**src/rtl/axil_inst_rd_responder_pkg.sv**
```systemverilog
// Shared definitions for the instruction-fetch AXI-lite read responder.
package axil_inst_rd_responder_pkg;

  localparam int AXI_RESP_W = 2;
  localparam logic [AXI_RESP_W-1:0] AXI_RESP_OKAY   = 2'b00;
  localparam logic [AXI_RESP_W-1:0] AXI_RESP_SLVERR = 2'b10;

  // Width of the per-request wait counter (LATENCY range 0..15).
  localparam int WAIT_W = 4;

  // Response code for a beat given its decode-error flag.
  function automatic logic [AXI_RESP_W-1:0] resp_for(input logic err);
    return err ? AXI_RESP_SLVERR : AXI_RESP_OKAY;
  endfunction

endpackage

```
**src/rtl/axil_req_fifo.sv**
```systemverilog
// Synchronous request FIFO holding {err, idx} entries between AR acceptance and SRAM issue.
// Pointers carry one extra MSB so full and empty are distinguishable without a separate flag.
module axil_req_fifo #(
  parameter int W          = 13,
  parameter int DEPTH_LOG2 = 2
) (
  input  logic                  clk,
  input  logic                  rst_n,
  input  logic                  push_i,
  input  logic [W-1:0]          wdata_i,
  input  logic                  pop_i,
  output logic [W-1:0]          rdata_o,
  output logic                  full_o,
  output logic                  empty_o,
  output logic [DEPTH_LOG2:0]   count_o
);

  localparam int DEPTH = 1 << DEPTH_LOG2;

  logic [W-1:0]        mem_q [DEPTH];
  logic [DEPTH_LOG2:0] wr_ptr_q, rd_ptr_q;
  logic                push_ok, pop_ok;

  assign empty_o = (wr_ptr_q == rd_ptr_q);
  assign full_o  = (wr_ptr_q[DEPTH_LOG2] != rd_ptr_q[DEPTH_LOG2]) &&
                   (wr_ptr_q[DEPTH_LOG2-1:0] == rd_ptr_q[DEPTH_LOG2-1:0]);
  assign count_o = wr_ptr_q - rd_ptr_q;
  assign rdata_o = mem_q[rd_ptr_q[DEPTH_LOG2-1:0]];

  assign push_ok = push_i & ~full_o;
  assign pop_ok  = pop_i & ~empty_o;

  // Advance read/write pointers on accepted push and pop.
  // NOTE: sequential state is always assigned with <= so every flop samples pre-edge values regardless of statement order.
  always_ff @(posedge clk or negedge rst_n) begin
    if (!rst_n) begin
      wr_ptr_q <= '0;
      rd_ptr_q <= '0;
    end else begin
      if (push_ok) wr_ptr_q <= wr_ptr_q + 1'b1;
      if (pop_ok)  rd_ptr_q <= rd_ptr_q + 1'b1;
    end
  end

  // Write the entry storage.
  // NOTE: the storage array has no reset; the pointers alone define which entries are valid, so it maps onto plain RAM/flops without reset.
  always_ff @(posedge clk) begin
    if (push_ok) mem_q[wr_ptr_q[DEPTH_LOG2-1:0]] <= wdata_i;
  end

endmodule

```
**src/rtl/axil_inst_rd_responder.sv**
```systemverilog
// AXI-lite read-only responder for instruction fetch. Accepted AR requests are queued,
// issued in order to a synchronous SRAM after a programmable wait, and returned as R beats
// through a two-stage pipeline (pend stage aligned with SRAM data, then the R output stage).
module axil_inst_rd_responder
  import axil_inst_rd_responder_pkg::*;
#(
  parameter logic [63:0] MEM_BASE   = 64'h8000_0000,
  parameter int          MEM_WORDS  = 4096,
  parameter int          IDX_W      = 12,
  parameter int          DEPTH_LOG2 = 2,
  parameter int          LATENCY    = 0
) (
  input  logic                  clk,
  input  logic                  rst_n,
  input  logic                  s_arvalid,
  output logic                  s_arready,
  input  logic [63:0]           s_araddr,
  output logic                  s_rvalid,
  input  logic                  s_rready,
  output logic [AXI_RESP_W-1:0] s_rresp,
  output logic [31:0]           s_rdata,
  output logic                  mem_en,
  output logic [IDX_W-1:0]      mem_idx,
  input  logic [31:0]           mem_rdata
);

  localparam int                  ENTRY_W      = IDX_W + 1;
  localparam logic [63:0]         MEM_END      = MEM_BASE + 64'(MEM_WORDS) * 64'd4;
  localparam logic [IDX_W-1:0]    MEM_BASE_IDX = MEM_BASE[IDX_W+1:2];
  localparam logic [WAIT_W-1:0]   WAIT_RELOAD  = WAIT_W'(LATENCY);
  localparam logic [DEPTH_LOG2:0] CNT_ONE      = (DEPTH_LOG2+1)'(1);

  // Registered state.
  logic                  rst_done_q;
  logic [WAIT_W-1:0]     wait_q,   wait_d;
  logic                  pend_v_q, pend_v_d;
  logic                  pend_err_q, pend_err_d;
  logic                  rvalid_q, rvalid_d;
  logic [31:0]           rdata_q,  rdata_d;
  logic [AXI_RESP_W-1:0] rresp_q,  rresp_d;

  // Request path.
  logic                  ar_err, ar_push;
  logic [IDX_W-1:0]      ar_idx;
  logic [ENTRY_W-1:0]    head;
  logic                  head_err;
  logic                  fifo_full, fifo_empty;
  logic [DEPTH_LOG2:0]   fifo_count;
  logic                  pend_move, issue, head_reload;

  // Misaligned or outside [MEM_BASE, MEM_END) in full 64-bit arithmetic, so no wrap-around.
  assign ar_err  = (s_araddr[1:0] != 2'b00) | (s_araddr < MEM_BASE) | (s_araddr >= MEM_END);
  // MEM_BASE is word aligned, so subtracting the word-index fields equals (addr-base)>>2.
  assign ar_idx  = s_araddr[IDX_W+1:2] - MEM_BASE_IDX;

  // Readiness comes only from registered state; no combinational path from s_arvalid.
  assign s_arready = rst_done_q & ~fifo_full;
  assign ar_push   = s_arvalid & s_arready;

  axil_req_fifo #(
    .W          (ENTRY_W),
    .DEPTH_LOG2 (DEPTH_LOG2)
  ) u_req_fifo (
    .clk     (clk),
    .rst_n   (rst_n),
    .push_i  (ar_push),
    .wdata_i ({ar_err, ar_idx}),
    .pop_i   (issue),
    .rdata_o (head),
    .full_o  (fifo_full),
    .empty_o (fifo_empty),
    .count_o (fifo_count)
  );

  assign head_err  = head[IDX_W];
  assign pend_move = pend_v_q & (~rvalid_q | s_rready);
  assign issue     = ~fifo_empty & (wait_q == '0) & (~pend_v_q | pend_move);

  // Error entries still take their slot in order but never touch the SRAM.
  assign mem_en  = issue & ~head_err;
  assign mem_idx = head[IDX_W-1:0];

  // A new entry becomes head after a pop that leaves something behind, or a push into an empty FIFO.
  assign head_reload = (issue & ((fifo_count > CNT_ONE) | ar_push)) | (ar_push & fifo_empty);

  assign s_rvalid = rvalid_q;
  assign s_rdata  = rdata_q;
  assign s_rresp  = rresp_q;

  // Next-state for the wait counter, pend stage and R output stage.
  // NOTE: every next-state signal gets its hold value first, so no path leaves one unassigned and no latch is inferred.
  always_comb begin
    wait_d     = wait_q;
    pend_v_d   = pend_v_q;
    pend_err_d = pend_err_q;
    rvalid_d   = rvalid_q;
    rdata_d    = rdata_q;
    rresp_d    = rresp_q;

    if (head_reload) begin
      wait_d = WAIT_RELOAD;
    end else if (!fifo_empty && wait_q != '0) begin
      wait_d = wait_q - 1'b1;
    end

    if (issue) begin
      pend_v_d   = 1'b1;
      pend_err_d = head_err;
    end else if (pend_move) begin
      pend_v_d   = 1'b0;
    end

    // R stage holds while stalled; a pend move refills it in the same cycle as a handshake.
    if (pend_move) begin
      rvalid_d = 1'b1;
      rdata_d  = pend_err_q ? 32'h0 : mem_rdata;
      rresp_d  = resp_for(pend_err_q);
    end else if (s_rready) begin
      rvalid_d = 1'b0;
    end
  end

  // State registers; reset discards all in-flight work immediately.
  always_ff @(posedge clk or negedge rst_n) begin
    if (!rst_n) begin
      rst_done_q <= 1'b0;
      wait_q     <= WAIT_RELOAD;
      pend_v_q   <= 1'b0;
      pend_err_q <= 1'b0;
      rvalid_q   <= 1'b0;
      rdata_q    <= 32'h0;
      rresp_q    <= AXI_RESP_OKAY;
    end else begin
      rst_done_q <= 1'b1;
      wait_q     <= wait_d;
      pend_v_q   <= pend_v_d;
      pend_err_q <= pend_err_d;
      rvalid_q   <= rvalid_d;
      rdata_q    <= rdata_d;
      rresp_q    <= rresp_d;
    end
  end

endmodule

```
**config.mk**
```make
export PLATFORM = sky130hd
export DESIGN_NAME = axil_inst_rd_responder
export DESIGN_NICKNAME = d
export VERILOG_FILES = /design/src/rtl/axil_inst_rd_responder_pkg.sv /design/src/rtl/axil_req_fifo.sv /design/src/rtl/axil_inst_rd_responder.sv
export SDC_FILE = /design/constraint.sdc
export NUM_CORES = 1
export LEC_CHECK = 0
export CAP_MARGIN = 20
export CORE_AREA = 2 2 98 100
export CTS_BUF_LIST = sky130_fd_sc_hd__clkbuf_16
export CTS_CLUSTER_SIZE = 28
export DETAILED_ROUTE_END_ITERATION = 6
export DIE_AREA = 0 0 100 102
export PLACE_DENSITY = 0.89
export SETUP_SLACK_MARGIN = 0.05
export SLEW_MARGIN = 20
export SYNTH_ARGS = -nofsm -noshare
export SYNTH_HDL_FRONTEND = slang
export SYNTH_HIERARCHICAL = 1
export SYNTH_SLANG_ARGS = --single-unit
export TNS_END_PERCENT = 5
```
**constraint.sdc**
```tcl
create_clock -name clk -period 5.8 [get_ports clk]
set_input_delay 0.58 -clock clk [delete_from_list [all_inputs] [get_ports clk]]
set_output_delay 0.58 -clock clk [all_outputs]
set_load 0.02 [all_outputs]
```
# ---- Yosys cells after proc, flatten, opt, wreduce, memory -nomap -nowiden
# Memories as Yosys holds them, arrays and structs flattened.
# Index checks and enable logic that the tools add are counted.
dict set report classes {
  n_mul 0
  reduce_logical 9
  muxes 10
  n_div 0
  bitwise_logic 21
  addsub 4
  shifts 0
  n_eq_ne 3
  order_cmp 3
}
# cell n
set ops {}
lappend ops {{greater-or-equal comparator 64 x 32 -> 1 bit, second input constant} 1}
lappend ops {{less-than comparator 64 x 32 -> 1 bit, second input constant} 1}
lappend ops {{2-to-1 mux 32 bit} 1}
lappend ops {{bitwise AND 1 bit} 10}
lappend ops {{2-to-1 mux 4 bit} 2}
lappend ops {{nonzero test 2 bit} 4}
lappend ops {{adder 3 x 1 -> 3 bit, second input constant} 2}
lappend ops {{2-to-1 mux 1 bit} 6}
lappend ops {{bitwise OR 1 bit} 6}
lappend ops {{inverter 1 bit} 5}
lappend ops {{logical NOT 4 bit} 1}
lappend ops {{nonzero test 4 bit} 1}
lappend ops {{subtractor 4 x 1 -> 4 bit, second input constant} 1}
lappend ops {{equality test 3 bit} 1}
lappend ops {{> comparator 3 x 1 -> 1 bit, second input constant} 1}
lappend ops {{subtractor 3 bit} 1}
lappend ops {{equality test 2 bit} 1}
lappend ops {{logical AND 1 bit} 2}
lappend ops {{2-to-1 mux 2 bit} 1}
lappend ops {{logical NOT 1 bit} 1}
lappend ops {{!= test 1 bit} 1}
dict set report totals {
  output_inout_bits 49
  ram_bits 52
  mem_count 1
  word_cells 60
  rom_bits 0
  regBits 48
  latchBits 0
}
# memory words width rd rd_clocked_by_memory_dff write_ports line
set mem_list {}
lappend mem_list {u_req_fifo.mem_q 4 13 1 0 1 axil_req_fifo.sv:20} ;# logic [W-1:0] mem_q [DEPTH];

# ---- Longest topological paths before layout
# Gate-level depths: netlist (run 1).
dict set report depth {
  ltp_word 9
  mapped_depth 11
  ltp_nobuf 10
}

# ---- By module
# Netlist (run 1), hierarchy kept.
# mod cells_each area_each_um2 instances
set by_module_without_submodules {}
lappend by_module_without_submodules {axil_req_fifo 113 2337.2 1}
lappend by_module_without_submodules {axil_inst_rd_responder 168 2020.7 1}

# ---- Worst setup path before layout (run 1)
# OpenSTA, ideal clock, no wires.
dict set report synth_timing {
  kind {register to output}
  from {register u_req_fifo.rd_ptr_q[1]}
  to {output mem_en}
  n_path_buf 1
  path_slack_ns 3.161
  required_ns 5.220
  path_stages_with_launch 9
  arrival_time_ns 2.059
  cell_sequence {dfrtp_1 buf_2 inv_1 ha_1 nand2_1 nor2_1 nor4b_2 nand2_1 nor2_1}
}
dict set report synth_via {
  elab_chain_len 5
}
# item line
set synth_lines {}
lappend synth_lines {{start, declared} axil_req_fifo.sv:21} ;# logic [DEPTH_LOG2:0] wr_ptr_q, rd_ptr_q;
lappend synth_lines {{start signal, assigned} axil_req_fifo.sv:41} ;# if (pop_ok) rd_ptr_q <= rd_ptr_q + 1'b1;
lappend synth_lines {{equality test 3 bit} axil_req_fifo.sv:24} ;# assign empty_o = (wr_ptr_q == rd_ptr_q);
lappend synth_lines {{via fifo_empty} axil_inst_rd_responder.sv:47} ;# logic fifo_full, fifo_empty;
lappend synth_lines {{inverter 1 bit} axil_inst_rd_responder.sv:77} ;# assign issue = ~fifo_empty & (wait_q == '0) & (~pend_v_q | pend_move);
lappend synth_lines {{bitwise AND 1 bit (2 in series)} axil_inst_rd_responder.sv:77}
lappend synth_lines {{bitwise AND 1 bit} axil_inst_rd_responder.sv:80} ;# assign mem_en = issue & ~head_err;
lappend synth_lines {{end, declared} axil_inst_rd_responder.sv:22} ;# output logic mem_en,
# The timed path passes the listed nets, and every way through them passes these cells.

# ---- Final worst setup path (run 1)
dict set report layout_timing {
  from {register u_req_fifo.rd_ptr_q[0]}
  to {output mem_en}
}
# Same word-level chain as after synthesis.

==> metrics.cfg, run 1 <==
[run_status]
status=finished clean

[clock_tree]
cts_buffers=9
cts_root_buf=clkbuf_16
clk_pin_slew_ns=0.07
cts_setup_buffers=0
cts_resized=0
clk_path_buf_depth=2
clock_latency_ns=0.34
htreeDepth=3
cts_tree=yes
cts_hold_buf=0
cts.sinks=99

[global_route]
use_met2=0.3342
grt_pass1_vias=2912
top_usage_layer=met2
antenna_found_initial=0
overflow=0
grtUsageMet1=0.2178
grt_max_degree=48
grt_pass1_wl_um=14240
grtUsageTotal=0.1863
globalRouteMet3Util=0.05404

[final_layout]
area_growth_pct=42.99
drive_gt1_frac=0.1728
final_nets=539
fin_cells=545
n_antenna_cell=0
fillers=625

[sta]
min_period_ns=3.876
tightest_slew_ns=0.9143
max_slew_margin=0.3905
finClkSkew_ns=0.01099
tns_ns=0
rsz0062_at_grt=false
setup_viol=0
maxSlewViolCount=0
fin_crit_sh=0.6682
max_freq_mhz=258.0
finalHoldViolations=0

[yosys]
syn_inst=280
ys_warn_count=6
syn_nets=390
netlist_area_um2=4354
syn_avg_cell_area_um2=15.55

[power_and_ir_drop]
clkPwrFrac=0.200
swShare=0.3474
pwr-share-seq=0.369
p_int_w=0.002010
powerDensity_nw_per_um2=494.7
peakVddDrop_v=0.0001973
switchingPower_w=0.001070
power_frac_comb=0.431
finalPower_w=0.003080
p_leak_nw=2.406

[floorplanning]
start_util=0.4780
die_w_um=100
die_h_um=102
fp.dieArea_um2=10200
core.rowCount=35
io_pins=149
design.core.area_um2=9109

[worst_setup_path]
worst-setup-path-type=register to output port
cp-start-kind=register
reg2regPathDepth=5
end_kind=output port
arrival_ns=3.30
required_ns=5.22
r2r_end=u_req_fifo/mem_q[3][12]$_DFFE_PP_
reg2reg_slack_ns=2.85
critPathMaxFanout=16
worstReg2RegStart=u_req_fifo/rd_ptr_q[0]$_DFFE_PN0P_

[hold_path]
hp-class=input pin to asynchronous set/reset pin

[placed_design]
dp.cells=529
hpwlAfterDp_um=6498
gp_congestion=0.7953
io_buffers=147

[drt]
first_iter_violations=85
route.detailed.drc=0
drt-total-wl_um=9104
via_count=2847
routed_via_density=5.224
routedWlPerCell_um=16.70
ant_nets=0
dr.pass1.iters=4

[job]
drv_cap=0

placed cells by master, fill, tap and decap left out, drive strengths merged, types with 2 or more instances in the layout:
cell and instances:
dfrtp 47, and3 4, nor4 13, o21ai 5
nand2b 3, or3 2, ha 9, clkbuf 9
mux2i 2, xnor2 3, nor2 3, edfxtp 52
clkdlybuf4s50 146, buf 2, nor4b 2, mux4 13
clkinvlp 2, a211oi 3, nor2b 33, inv 15
conb 2, nand3 2, nand2 9, mux2 37
nand4 2
area by class of cell:
| cell class | instances | area, µm² | share of cell area |
|---|---|---|---|
| clock buffer | 9 | 225.2 | 0.03617 |
| multi-input combinational | 159 | 1509 | 0.2424 |
| tap | 111 | 138.9 | 0.02231 |
| timing repair buffer | 148 | 1476 | 0.2371 |
| sequential | 99 | 2739 | 0.4399 |
| inverter | 12 | 45.04 | 0.007235 |
| clock inverter | 7 | 92.59 | 0.01487 |
per-stage QoR:
stage                     area, µm²  utilization  hold WS [ns]  setup slack, ns
final                          6226       0.6835        0.2400            1.924
after CTS                      6222       0.6831        0.4544            1.830
after floorplan                4354            -        0.2844            3.161
after global placement         5904       0.6482        0.4729            2.329
after global routing           6226       0.6835        0.2766            1.617
after detailed placement       5904       0.6482        0.4800            2.242
registers in the layout (all words and copies together), names as in the netlist:
name / cells
s_rdata: 32
s_rvalid: 1
pend_err_q: 1
wait_q: 4
u_req_fifo/wr_ptr_q: 3
u_req_fifo/mem_q: 52
rst_done_q: 1
s_rresp: 1
pend_v_q: 1
u_req_fifo/rd_ptr_q: 3
metal layers:
layer,up-vias,part of all wire
li1,1327,-
met1,1353,0.39
met2,152,0.51
met3,15,0.081
met4,0,0.017
met5,-,0
power by group through the flow:
stage                     logic [W]  registers, W  clock network [W]
after floorplan            0.000705       0.00122                  0
after global placement      0.00130       0.00114                  0
after detailed placement    0.00133       0.00115                  0
after CTS                   0.00134       0.00114           0.000629
after global routing        0.00143       0.00117           0.000657
final                       0.00133       0.00114           0.000615
critical path, cell delays in order (launching register included):
cell             delay, ns
dfrtp_1               0.94
ha_1                  0.40
nand2_1               0.19
nor2_1                0.17
nor4b_2               0.38
nand2_1               0.15
nor2_1                0.11
clkdlybuf4s50_1       0.61
how the worst max path moves through the flow:
| stage | from | depth (start not counted) | slack (ns) | endpoint |
|---|---|---|---|---|
| after floorplan | u_req_fifo/rd_ptr_q[1]$_DFFE_PN0P_ | 8 | 3.16 | mem_en |
| after global placement | u_req_fifo/rd_ptr_q[0]$_DFFE_PN0P_ | 7 | 2.33 | mem_en |
| after detailed placement | u_req_fifo/rd_ptr_q[0]$_DFFE_PN0P_ | 7 | 2.24 | mem_en |
| after CTS | u_req_fifo/rd_ptr_q[0]$_DFFE_PN0P_ | 7 | 1.83 | mem_en |
| after global routing | u_req_fifo/rd_ptr_q[0]$_DFFE_PN0P_ | 7 | 1.62 | mem_en |
| final | u_req_fifo/rd_ptr_q[0]$_DFFE_PN0P_ | 7 | 1.92 | mem_en |
(Power assumes the default switching activity.)
==> run 2, diff against run 1 <==
--- a/config.mk
+++ b/config.mk
@@ -6,12 +6,12 @@
 export NUM_CORES = 1
 export LEC_CHECK = 0
 export CAP_MARGIN = 20
-export CORE_AREA = 2 2 98 100
+export CORE_AREA = 2 2 101 103
 export CTS_BUF_LIST = sky130_fd_sc_hd__clkbuf_16
 export CTS_CLUSTER_SIZE = 28
 export DETAILED_ROUTE_END_ITERATION = 6
-export DIE_AREA = 0 0 100 102
-export PLACE_DENSITY = 0.89
+export DIE_AREA = 0 0 103 105
+export PLACE_DENSITY = 0.84
 export SETUP_SLACK_MARGIN = 0.05
 export SLEW_MARGIN = 20
 export SYNTH_ARGS = -nofsm -noshare
==> constraint.sdc (replaced) <==
create_clock -name clk -period 3.8 [get_ports clk]
set_input_delay 0.38 -clock clk [delete_from_list [all_inputs] [get_ports clk]]
set_output_delay 0.38 -clock clk [all_outputs]
set_load 0.02 [all_outputs]
==> run 2 against run 1 <==
  * Register-to-register slack lost 1.7 ns
  * Critical path depth grew 2
  * Clock power grew 38%
  * Utilization shrank 3.7 points
  * Sequential cell count is the same
  * Wire length grew 2.0%
  * Non-clock buffer count grew 2
==> metrics.cfg, run 2 (synthesis gave the netlist of run 1 again) <==
[run_status]
status=finished clean

[drt]
routed_via_density=5.090
routedWlPerCell_um=16.32
via_count=2896
first_iter_violations=61
drt-total-wl_um=9287
ant_nets=0
dr.pass1.iters=4
route.detailed.drc=0

[final_layout]
final_common_cell=clkdlybuf4s50_1
multi_input_area_um2=1509
seqCellArea_um2=2738
final_nets=541
final_cell_mix=clkdlybuf4s50_1, edfxtp_1, dfrtp_1
drive_gt1_frac=0.1720
n_antenna_cell=0
largest_reg_flops=52
fillers=739
area_growth_pct=43.19
fin_util=0.6468

[clock_tree]
cts_hold_buf=0
clock_latency_ns=0.33
cts_setup_buffers=0
cts_resized=0
htreeDepth=3
clk_path_buf_depth=2
cts_tree=yes
cts.sinks=99
cts_root_buf=clkbuf_16
clk_pin_slew_ns=0.07
cts_buffers=9

[floorplanning]
core.rowCount=36
die_w_um=103
start_util=0.4517
fp.dieArea_um2=10820
io_pins=149
design.core.area_um2=9639
die_h_um=105

[placed_design]
gp_congestion=0.7479
place_ws_ns=0.8584
hpwlAfterDp_um=6862
io_buffers=147

[power_and_ir_drop]
peakVddDrop_v=0.0003027
p_leak_nw=2.409
powerDensity_nw_per_um2=740.3

[global_route]
grt_pass1_vias=2976
grtUsageMet1=0.2144
grt_pass1_wl_um=14690
use_met2=0.3057
antenna_found_initial=0
grtUsageTotal=0.1782
overflow=0
grt_max_degree=48
globalRouteMet3Util=0.05151
top_usage_layer=met2

[worst_setup_path]
reg2regPathDepth=7
worst-setup-path-type=register to output port
critPathMaxFanout=16
cp-start-kind=register
end_kind=output port
worstSetupEndpoint=mem_en
r2r_end=u_req_fifo/mem_q[2][12]$_DFFE_PP_
worstReg2RegStart=u_req_fifo/rd_ptr_q[1]$_DFFE_PN0P_
required_ns=3.42
arrival_ns=2.89
reg2reg_slack_ns=1.18
crit_start=u_req_fifo/rd_ptr_q[1]$_DFFE_PN0P_

[sta]
setup_ws_ns=0.5322
tns_ns=0
min_period_ns=3.268
maxSlewViolCount=0
finalHoldViolations=0
finClkSkew_ns=0.01177
fin_crit_sh=0.8599
max_slew_margin=0.2957
tightest_slew_ns=1.056
setup_viol=0
rsz0062_at_grt=false
max_freq_mhz=306.0

[job]
drv_cap=0

[hold_path]
hp-class=input pin to asynchronous set/reset pin

[run 2: through the flow]
step	cell area, µm²	cells	hold slack (ns)	total power (W)
final	6235	569	0.04284	0.004615
after global routing	6235	569	0.08616	0.004905
after CTS	6232	569	0.2542	0.004678
after detailed placement	5947	553	0.4813	0.003815
after global placement	5947	553	0.4770	0.003746
after floorplan	4354	280	0.08441	0.002932
[run 2: where the power goes]
group,switching [W],internal (W)
clock,0.000392,0.000455
combinational,0.00101,0.00110
sequential,0.000204,0.00145
total,0.00161,0.00301
[run 2: layer usage]
metal	part of all wire	vias to the layer above	wire length (µm)
met5	0	-	0
met3	0.10	8	972
li1	-	1334	-
met4	0.013	0	125
met2	0.50	159	4652
met1	0.38	1395	3536
[run 2: how the worst min path moves through the flow]
stage	start	endpoint	slack (ns)	depth (start not counted)
3_5_place_dp	s_rresp[1]$_DFFE_PN0P_	s_rresp[1]$_DFFE_PN0P_	0.48	1
4_1_cts	rst_n	s_rdata[9]$_DFFE_PN0P_	0.25	1
2_1_floorplan	rst_n	pend_err_q$_DFFE_PN0P_	0.08	0
5_1_grt	rst_n	s_rdata[19]$_DFFE_PN0P_	0.09	1
3_3_place_gp	s_rresp[1]$_DFFE_PN0P_	s_rresp[1]$_DFFE_PN0P_	0.48	1
6_report	rst_n	s_rdata[20]$_DFFE_PN0P_	0.04	1
[run 2: final cells by class]
cell class	instances	area share
clock buffers	9	0.03612
clock inverters	7	0.009633
inverters	12	0.007225
multi-input cells	159	0.2420
flip-flops and latches	99	0.4391
well taps	133	0.02669
repair buffers	150	0.2392
[run 2: critical path, stage by stage (launching register included)]
cell and delay (ns):
dfrtp_1 0.32, buf_4 0.23, inv_1 0.11, ha_1 0.32, nand2_1 0.17, nor2_1 0.14, nor4b_2 0.34, nand2_1 0.15
nor2_1 0.13, clkdlybuf4s50_1 0.65
==> run 3, diff against run 2 <==
--- a/config.mk
+++ b/config.mk
@@ -5,13 +5,14 @@
 export SDC_FILE = /design/constraint.sdc
 export NUM_CORES = 1
 export LEC_CHECK = 0
+export ABC_AREA = 1
 export CAP_MARGIN = 20
-export CORE_AREA = 2 2 101 103
+export CORE_AREA = 2 2 98 100
 export CTS_BUF_LIST = sky130_fd_sc_hd__clkbuf_16
 export CTS_CLUSTER_SIZE = 28
 export DETAILED_ROUTE_END_ITERATION = 6
-export DIE_AREA = 0 0 103 105
-export PLACE_DENSITY = 0.84
+export DIE_AREA = 0 0 100 102
+export PLACE_DENSITY = 0.89
 export SETUP_SLACK_MARGIN = 0.05
 export SLEW_MARGIN = 20
 export SYNTH_ARGS = -nofsm -noshare
==> constraint.sdc (replaced) <==
create_clock -name clk -period 3.81 [get_ports clk]
set_input_delay 0.381 -clock clk [delete_from_list [all_inputs] [get_ports clk]]
set_output_delay 0.381 -clock clk [all_outputs]
set_load 0.02 [all_outputs]
==> run 3 against run 2 <==
  * Sequential share of layout area grew 0.27 points
  * Combinational power down 7%
  * Power fell by 5.4%
  * Register-to-register slack lost 0.40 ns
  * Wire length up 13%
  * Synthesized cell count up 57%
  * Largest cell class unchanged
  * Largest power group unchanged
==> metrics.cfg, run 3 <==
[run_status]
status=finished clean

[clock_tree]
htreeDepth=3
cts.sinks=99
cts_tree=yes
clk_path_buf_depth=2
cts_root_buf=clkbuf_16
clk_pin_slew_ns=0.07
cts_buffers=9
clock_latency_ns=0.35
cts_hold_buf=0

[yosys]
syn_inst=439
netlist_area_um2=4355
syn_nets=549
ys_warn_count=6
syn_avg_cell_area_um2=9.921

[floorplanning]
die_w_um=100
design.core.area_um2=9109
fp.dieArea_um2=10200
die_h_um=102
core.rowCount=35
start_util=0.4782
io_pins=149

[worst_setup_path]
critPathMaxFanout=16
cp-start-kind=register
end_kind=output port
path_cells=clkinvlp_4 -> ha_1 -> nand2_1 -> inv_1 -> nand3_2 -> inv_1 -> inv_2 -> nand3_2 -> nor3_1 -> clkdlybuf4s50_1
required_ns=3.43
arrival_ns=3.12
worst-setup-path-type=register to output port
slowest_delay_ns=0.66
worst_path_max_delay_cell=clkdlybuf4s50_1

[power_and_ir_drop]
finalPower_w=0.004365
peakVddDrop_v=0.0003625
powerDensity_nw_per_um2=704.3
p_leak_nw=2.654

[sta]
tightest_slew_ns=0.5706
finClkSkew_ns=0.007507
finalHoldViolations=0
setup_viol=0
fin_crit_sh=0.9179
min_period_ns=3.497
rsz0062_at_grt=false
max_slew_margin=0.6192
maxSlewViolCount=0
tns_ns=0
max_freq_mhz=285.9

[global_route]
antenna_found_initial=0
grt_max_degree=48
grt_pass1_vias=3413
grt_pass1_wl_um=16130
grtUsageTotal=0.2042
overflow=0

[drt]
highest_layer=met4
via_count=3576
first_iter_violations=215
ant_nets=0
wl_met1_um=4014
met2_length_um=5472
dr.pass1.iters=5
route.detailed.drc=0
routed_via_density=5.065
routedWlPerCell_um=14.83
drt-total-wl_um=10470
route.met3.wl_um=718

[placed_design]
hpwlAfterDp_um=7565
io_buffers=147
gp_congestion=0.8464

[final_layout]
final_cell_mix=clkdlybuf4s50_1, nand2_1, nor2_1
largest_reg_flops=52
n_antenna_cell=0
fillers=639
final_common_cell=clkdlybuf4s50_1
drive_gt1_frac=0.07395
fin_util=0.6804
final_nets=700
seqCellArea_um2=2738
multi_input_area_um2=1405
area_growth_pct=42.29

[hold_path]
hp-class=input pin to asynchronous set/reset pin

[job]
drv_cap=0

[run 3: cell type report]
class / count / share of cell area
Tap cell: 111 / 0.02241
Timing Repair Buffer: 154 / 0.2455
Clock buffer: 9 / 0.03634
Clock inverter: 7 / 0.01050
Sequential cell: 99 / 0.4418
Multi-Input combinational cell: 300 / 0.2267
Inverter: 26 / 0.01676
[run 3: final timing paths]
check / slack, ns / to / cells past startpoint / start
setup / recovery: 0.31 / mem_en / 10 / u_req_fifo/rd_ptr_q[1]$_DFFE_PN0P_
hold reg to reg: 0.48 / s_rdata[20]$_DFFE_PN0P_ / 2 / s_rdata[20]$_DFFE_PN0P_
setup reg to reg: 0.78 / u_req_fifo/mem_q[3][5]$_DFFE_PP_ / 13 / u_req_fifo/rd_ptr_q[1]$_DFFE_PN0P_
min in group clk: 0.48 / s_rdata[20]$_DFFE_PN0P_ / 2 / s_rdata[20]$_DFFE_PN0P_
max in group asynchronous: 3.39 / u_req_fifo/wr_ptr_q[1]$_DFFE_PN0P_ / 1 / rst_n
hold / removal: 0.03 / s_rdata[12]$_DFFE_PN0P_ / 1 / rst_n
[run 3: power breakdown]
group	total (W)	switching (W)	internal [W]
Combinational	0.00196	0.00114	0.000812
Clock	0.000878	0.000417	0.000461
Sequential	0.00153	0.000156	0.00138
Total	0.00436	0.00172	0.00265
[run 3: through the flow]
stage / hold WS, ns / setup slack (ns) / instance area [µm²] / instances
5_1_grt: 0.08637 / 0.1267 / 6197 / 706
4_1_cts: 0.2416 / 0.2751 / 6168 / 703
2_1_floorplan: 0.08541 / 0.9784 / 4355 / 439
6_report: 0.02883 / 0.3127 / 6197 / 706
3_5_place_dp: 0.4646 / 0.7130 / 5878 / 687
3_3_place_gp: 0.4611 / 0.7989 / 5878 / 687
[run 3: worst max-delay path, delay by kind of cell, from the launching register on]
family	cells	cell delay, ns
and+or+nand+nor	4	0.54
adders and majority gates	1	0.33
DFF	1	0.64
buffers and inverters	5	1.25
[run 3: metal layers]
metal,vias to the layer above,global-route usage
met5,-,0
met4,0,0.08325
met3,24,0.03557
met2,165,0.3721
met1,1656,0.2408
li1,1731,-
[run 3: repair_timing]
action                     CTS  global route
setup endpoints to repair    0             1
gates resized for setup      0             1
setup buffers                0             3
==> RTL edit 1: new RTL, settings of run 2 <==
Set the package constant `AXI_RESP_W` to 4 (it was 2).
--- a/src/rtl/axil_inst_rd_responder_pkg.sv
+++ b/src/rtl/axil_inst_rd_responder_pkg.sv
@@ -3,3 +3,3 @@
 
-  localparam int AXI_RESP_W = 2;
+  localparam int AXI_RESP_W = 4;
   localparam logic [AXI_RESP_W-1:0] AXI_RESP_OKAY   = 2'b00;
Ports: changed (resized s_rresp); port bits go from 149 to 151. The function was not compared with the original's and may differ.
==> RTL edit 1 against run 2 <==
Area after synthesis grew 0.34%; routed wire length grew 3.9%; hold slack lost 0.013 ns; sequential cell count is the same; final area grew 0.64%; total power grew 2.3%; sequential share of layout area shrank 0.28 points; setup slack gained 0.0023 ns; maximum frequency is essentially flat; critical endpoint unchanged; highest routed layer unchanged.
==> RTL edit 1: results (changes against run 2) <==
final worst clock skew 0.0110 ns (-0.000755 ns); outcome completed; slowest cell delay on critical path 0.64 ns; max reg flops 52 (unchanged); final estimated routing congestion in global placement 0.740 (-1.0%); pin count of the biggest net entering global routing 48 (unchanged); worst reg2reg path depth 7 (unchanged); setup slack of the worst register-to-register path 1.19 ns; initial antenna violation count 0 (unchanged); via density per instance 5.14 (+0.96%); Hold/Removal Path Class input pin to async pin; post-detailed-route wirelength per cell 16.9 um (+3.5%); transition time at the pin with the least slew margin 1.05 ns (-0.00417 ns); Crit path arrival time 2.89 ns (about the same); startpoint of the worst register-to-register path u_req_fifo/rd_ptr_q[1]; TritonRoute pass-1 iters 4 (unchanged); cells resized by post-CTS repair 0 (unchanged); RR Endpoint u_req_fifo/mem_q[2][9]; Diodes inserted 0 (unchanged); net switching power 1.64 mW (+2.0%); part of the total power dissipated in combinational logic 44.9% (-0.8 points); total CTS buffers 9 (unchanged); maximum vdd ir drop 0.000287 V (-5.1%); worst skew pair latency 0.34 ns; wire length of the first global-routing pass 15.0 mm (+2.0%); total standard cell area after synthesis 4370 um2 (+0.34%); postcts setup bufs 0 (unchanged); Max stage delay cell, worst path sky130_fd_sc_hd__clkdlybuf4s50_1; via count of the first global-routing pass 3,014 (+1.3%); CTS max path bufs 2 (unchanged); maximum achievable frequency 0.306 GHz (about the same); yosys synthesis warning count 6 (unchanged); CP max FO 16 (unchanged); global-route usage over all layers 18.5% (+0.71 points); Final nets 543 (+0.37%); clk slew on worst S/H paths 0.07 ns (about the same); dpl hpwl 6.91 mm (+0.73%); WHS 0.0295 ns (-0.0134 ns); leakage power 2.42 nW (+0.58%); placement-stage cell area 5950 um2 (+0.13%); layout cell share with drive strength beyond 1 17.4% (+0.15 points); clock group share of total power 19.9% (+1.6 points); PortBufs 147 (unchanged); Worst Path Class, Setup flip-flop to output port; pre-CTS worst setup slack 0.866 ns (+0.00812 ns); cell at the root of the clock tree sky130_fd_sc_hd__clkbuf_16; end point of the critical path mem_en; number of violations reported at the end of detailed-routing iteration 0 128 (+110%)
[RTL edit 1: area by class of cell]
type / instances / area, um2
Clock inverter: 7 / 92.6
Inverter: 12 / 45.0
Sequential cell: 99 / 2740
Tap cell: 133 / 166
Fill cell: 736 / 3360
Timing Repair Buffer: 150 / 1490
Clock buffer: 9 / 225
Multi-Input combinational cell: 161 / 1520
[RTL edit 1: routing by layer]
metal / up-vias / global-route usage [%] / share of wire [%]
li1: 1335 / - / -
met1: 1406 / 22.7 / 38
met2: 175 / 30.8 / 49
met3: 18 / 4.48 / 10
met4: 0 / 8.08 / 2.7
met5: - / 0 / 0
[RTL edit 1: stage by stage]
step | utilization, % | total power [mW] | cells
after floorplan | - | 2.94 | 284
after global placement | 61.8 | 3.75 | 555
after detailed placement | 61.8 | 3.81 | 555
after CTS | 65.1 | 4.78 | 571
after global routing | 65.1 | 5.01 | 571
final | 65.1 | 4.72 | 571
==> RTL edit 2: new RTL, settings of run 2 <==
Without the edit above. Make the reset (`rst_n`) synchronous in 2 clocked blocks.
--- a/src/rtl/axil_req_fifo.sv
+++ b/src/rtl/axil_req_fifo.sv
@@ -34,3 +34,3 @@
   // NOTE: sequential state is always assigned with <= so every flop samples pre-edge values regardless of statement order.
-  always_ff @(posedge clk or negedge rst_n) begin
+  always_ff @(posedge clk) begin
     if (!rst_n) begin
--- a/src/rtl/axil_inst_rd_responder.sv
+++ b/src/rtl/axil_inst_rd_responder.sv
@@ -123,3 +123,3 @@
   // State registers; reset discards all in-flight work immediately.
-  always_ff @(posedge clk or negedge rst_n) begin
+  always_ff @(posedge clk) begin
     if (!rst_n) begin
Function: differs if rst_n is asserted again (counterexample within 4 cycles, from zero or initial values and one cycle with rst_n low); with rst_n held inactive, the same outputs for 10 cycles.
==> RTL edit 2 against run 2 <==
Total power is 28% lower; cell count is 10% higher; die area stayed put; area after synthesis is 1.5% higher; maximum frequency is 0.52% higher; routed wire length is 17% higher; global-route usage is 2.6 points higher; setup slack better by 0.017 ns; highest routed layer unchanged; sequential share of layout area is 3.2 points lower; sequential cell count is 2 higher; final area is 0.24% higher; clock power is 4.0% higher; critical path depth is 2 lower; register-to-register slack worse by 0.17 ns.
==> RTL edit 2: results (changes against run 2) <==
outcome completed; CTS max path bufs 2 (unchanged); PortBufs 147 (unchanged); layout cell share with drive strength beyond 1 7.51% (-9.7 points); max reg flops 52 (unchanged); Post-Place Cells 611 (+10%); Final nets 599 (+11%); wire length of the first global-routing pass 17.3 mm (+18%); total CTS buffers 9 (unchanged); slowest cell delay on critical path 0.65 ns (about the same); pin count of the biggest net entering global routing 38 (-21%); gate family responsible for the most delay along the worst path simple AND/OR/NAND/NOR gates; cells resized by post-CTS repair 0 (unchanged); worst skew pair latency 0.33 ns (about the same); CP max FO 9 (-7); number of nets produced by synthesis 463 (+19%); postcts setup bufs 0 (unchanged); final instance count without filler cells 626 (+10%); Mapped Cells 353 (+26%); transition time at the pin with the least slew margin 0.962 ns (-0.0942 ns); number of violations reported at the end of detailed-routing iteration 0 120 (+97%); maximum vdd ir drop 0.000317 V (+4.8%); via count of the first global-routing pass 3,547 (+19%); final worst clock skew 0.00536 ns (-0.00641 ns); pre-CTS worst setup slack 0.916 ns (+0.0573 ns); worst reg2reg path depth 5 (-2); final estimated routing congestion in global placement 0.847 (+13%); Crit path arrival time 2.87 ns (-0.02 ns); via density per instance 5.54 (+8.8%); Max stage delay cell, worst path sky130_fd_sc_hd__clkdlybuf4s50_1; TritonRoute pass-1 iters 4 (unchanged); initial antenna violation count 0 (unchanged); leakage power 2.05 nW (-15%); clk slew on worst S/H paths 0.06 ns; placement-stage cell area 5960 um2 (+0.23%); number of instances on the worst hold path 2; depth of the CTS H-tree 3 (unchanged); dpl hpwl 7.77 mm (+13%); post-detailed-route wirelength per cell 17.4 um (+6.6%); Diodes inserted 0 (unchanged); yosys synthesis warning count 6 (unchanged); cell at the root of the clock tree sky130_fd_sc_hd__clkbuf_16; Hold/Removal Path Class flip-flop to flip-flop; global-route usage over all layers 20.4% (+2.6 points)
RTL edit 2: cell count changes in the layout (fill, tap and decap cells not counted), sizes merged, moves of 4 or more:
cell / change
o21ai: +32
nor2b: -28
nand3: +7
nand4b: +34
dfrtp: -47
dfxtp: +49
nand4: +4
mux2: -36
a21oi: +36
inv: -6
RTL edit 2: final cells by class:
| cell class | instances | area, um2 |
|---|---|---|
| clock buffer | 9 | 225 |
| clock inverter | 6 | 63.8 |
| fill | 762 | 3390 |
| inverter | 9 | 33.8 |
| multi-input combinational | 215 | 1700 |
| sequential | 101 | 2540 |
| tap | 133 | 166 |
| timing repair buffer | 153 | 1520 |
RTL edit 2: power by group:
part           internal [mW]  switching [mW]
Sequential              1.26           0.102
Clock                  0.506           0.375
Combinational          0.552           0.553
Total                   2.32            1.03
RTL edit 2: path summary, 6_finish.rpt:
path / start / end / slack [ns]
min reg2reg: s_rdata[2] / s_rdata[2] / 0.47
max reg2reg: u_req_fifo/wr_ptr_q[2] / u_req_fifo/mem_q[2][10] / 1.01
max: u_req_fifo/wr_ptr_q[0] / mem_en / 0.55
min: s_rdata[2] / s_rdata[2] / 0.47
RTL edit 2: per-layer routing:
layer / GRT usage, % / up-vias / share of wire (%) / wire length [um]
met5: 0 / - / 0 / 0
met2: 35.6 / 105 / 53 / 5830
met3: 2.81 / 25 / 3.6 / 394
met4: 9.21 / 0 / 2.6 / 284
met1: 24.7 / 1685 / 40 / 4390
li1: - / 1650 / - / -
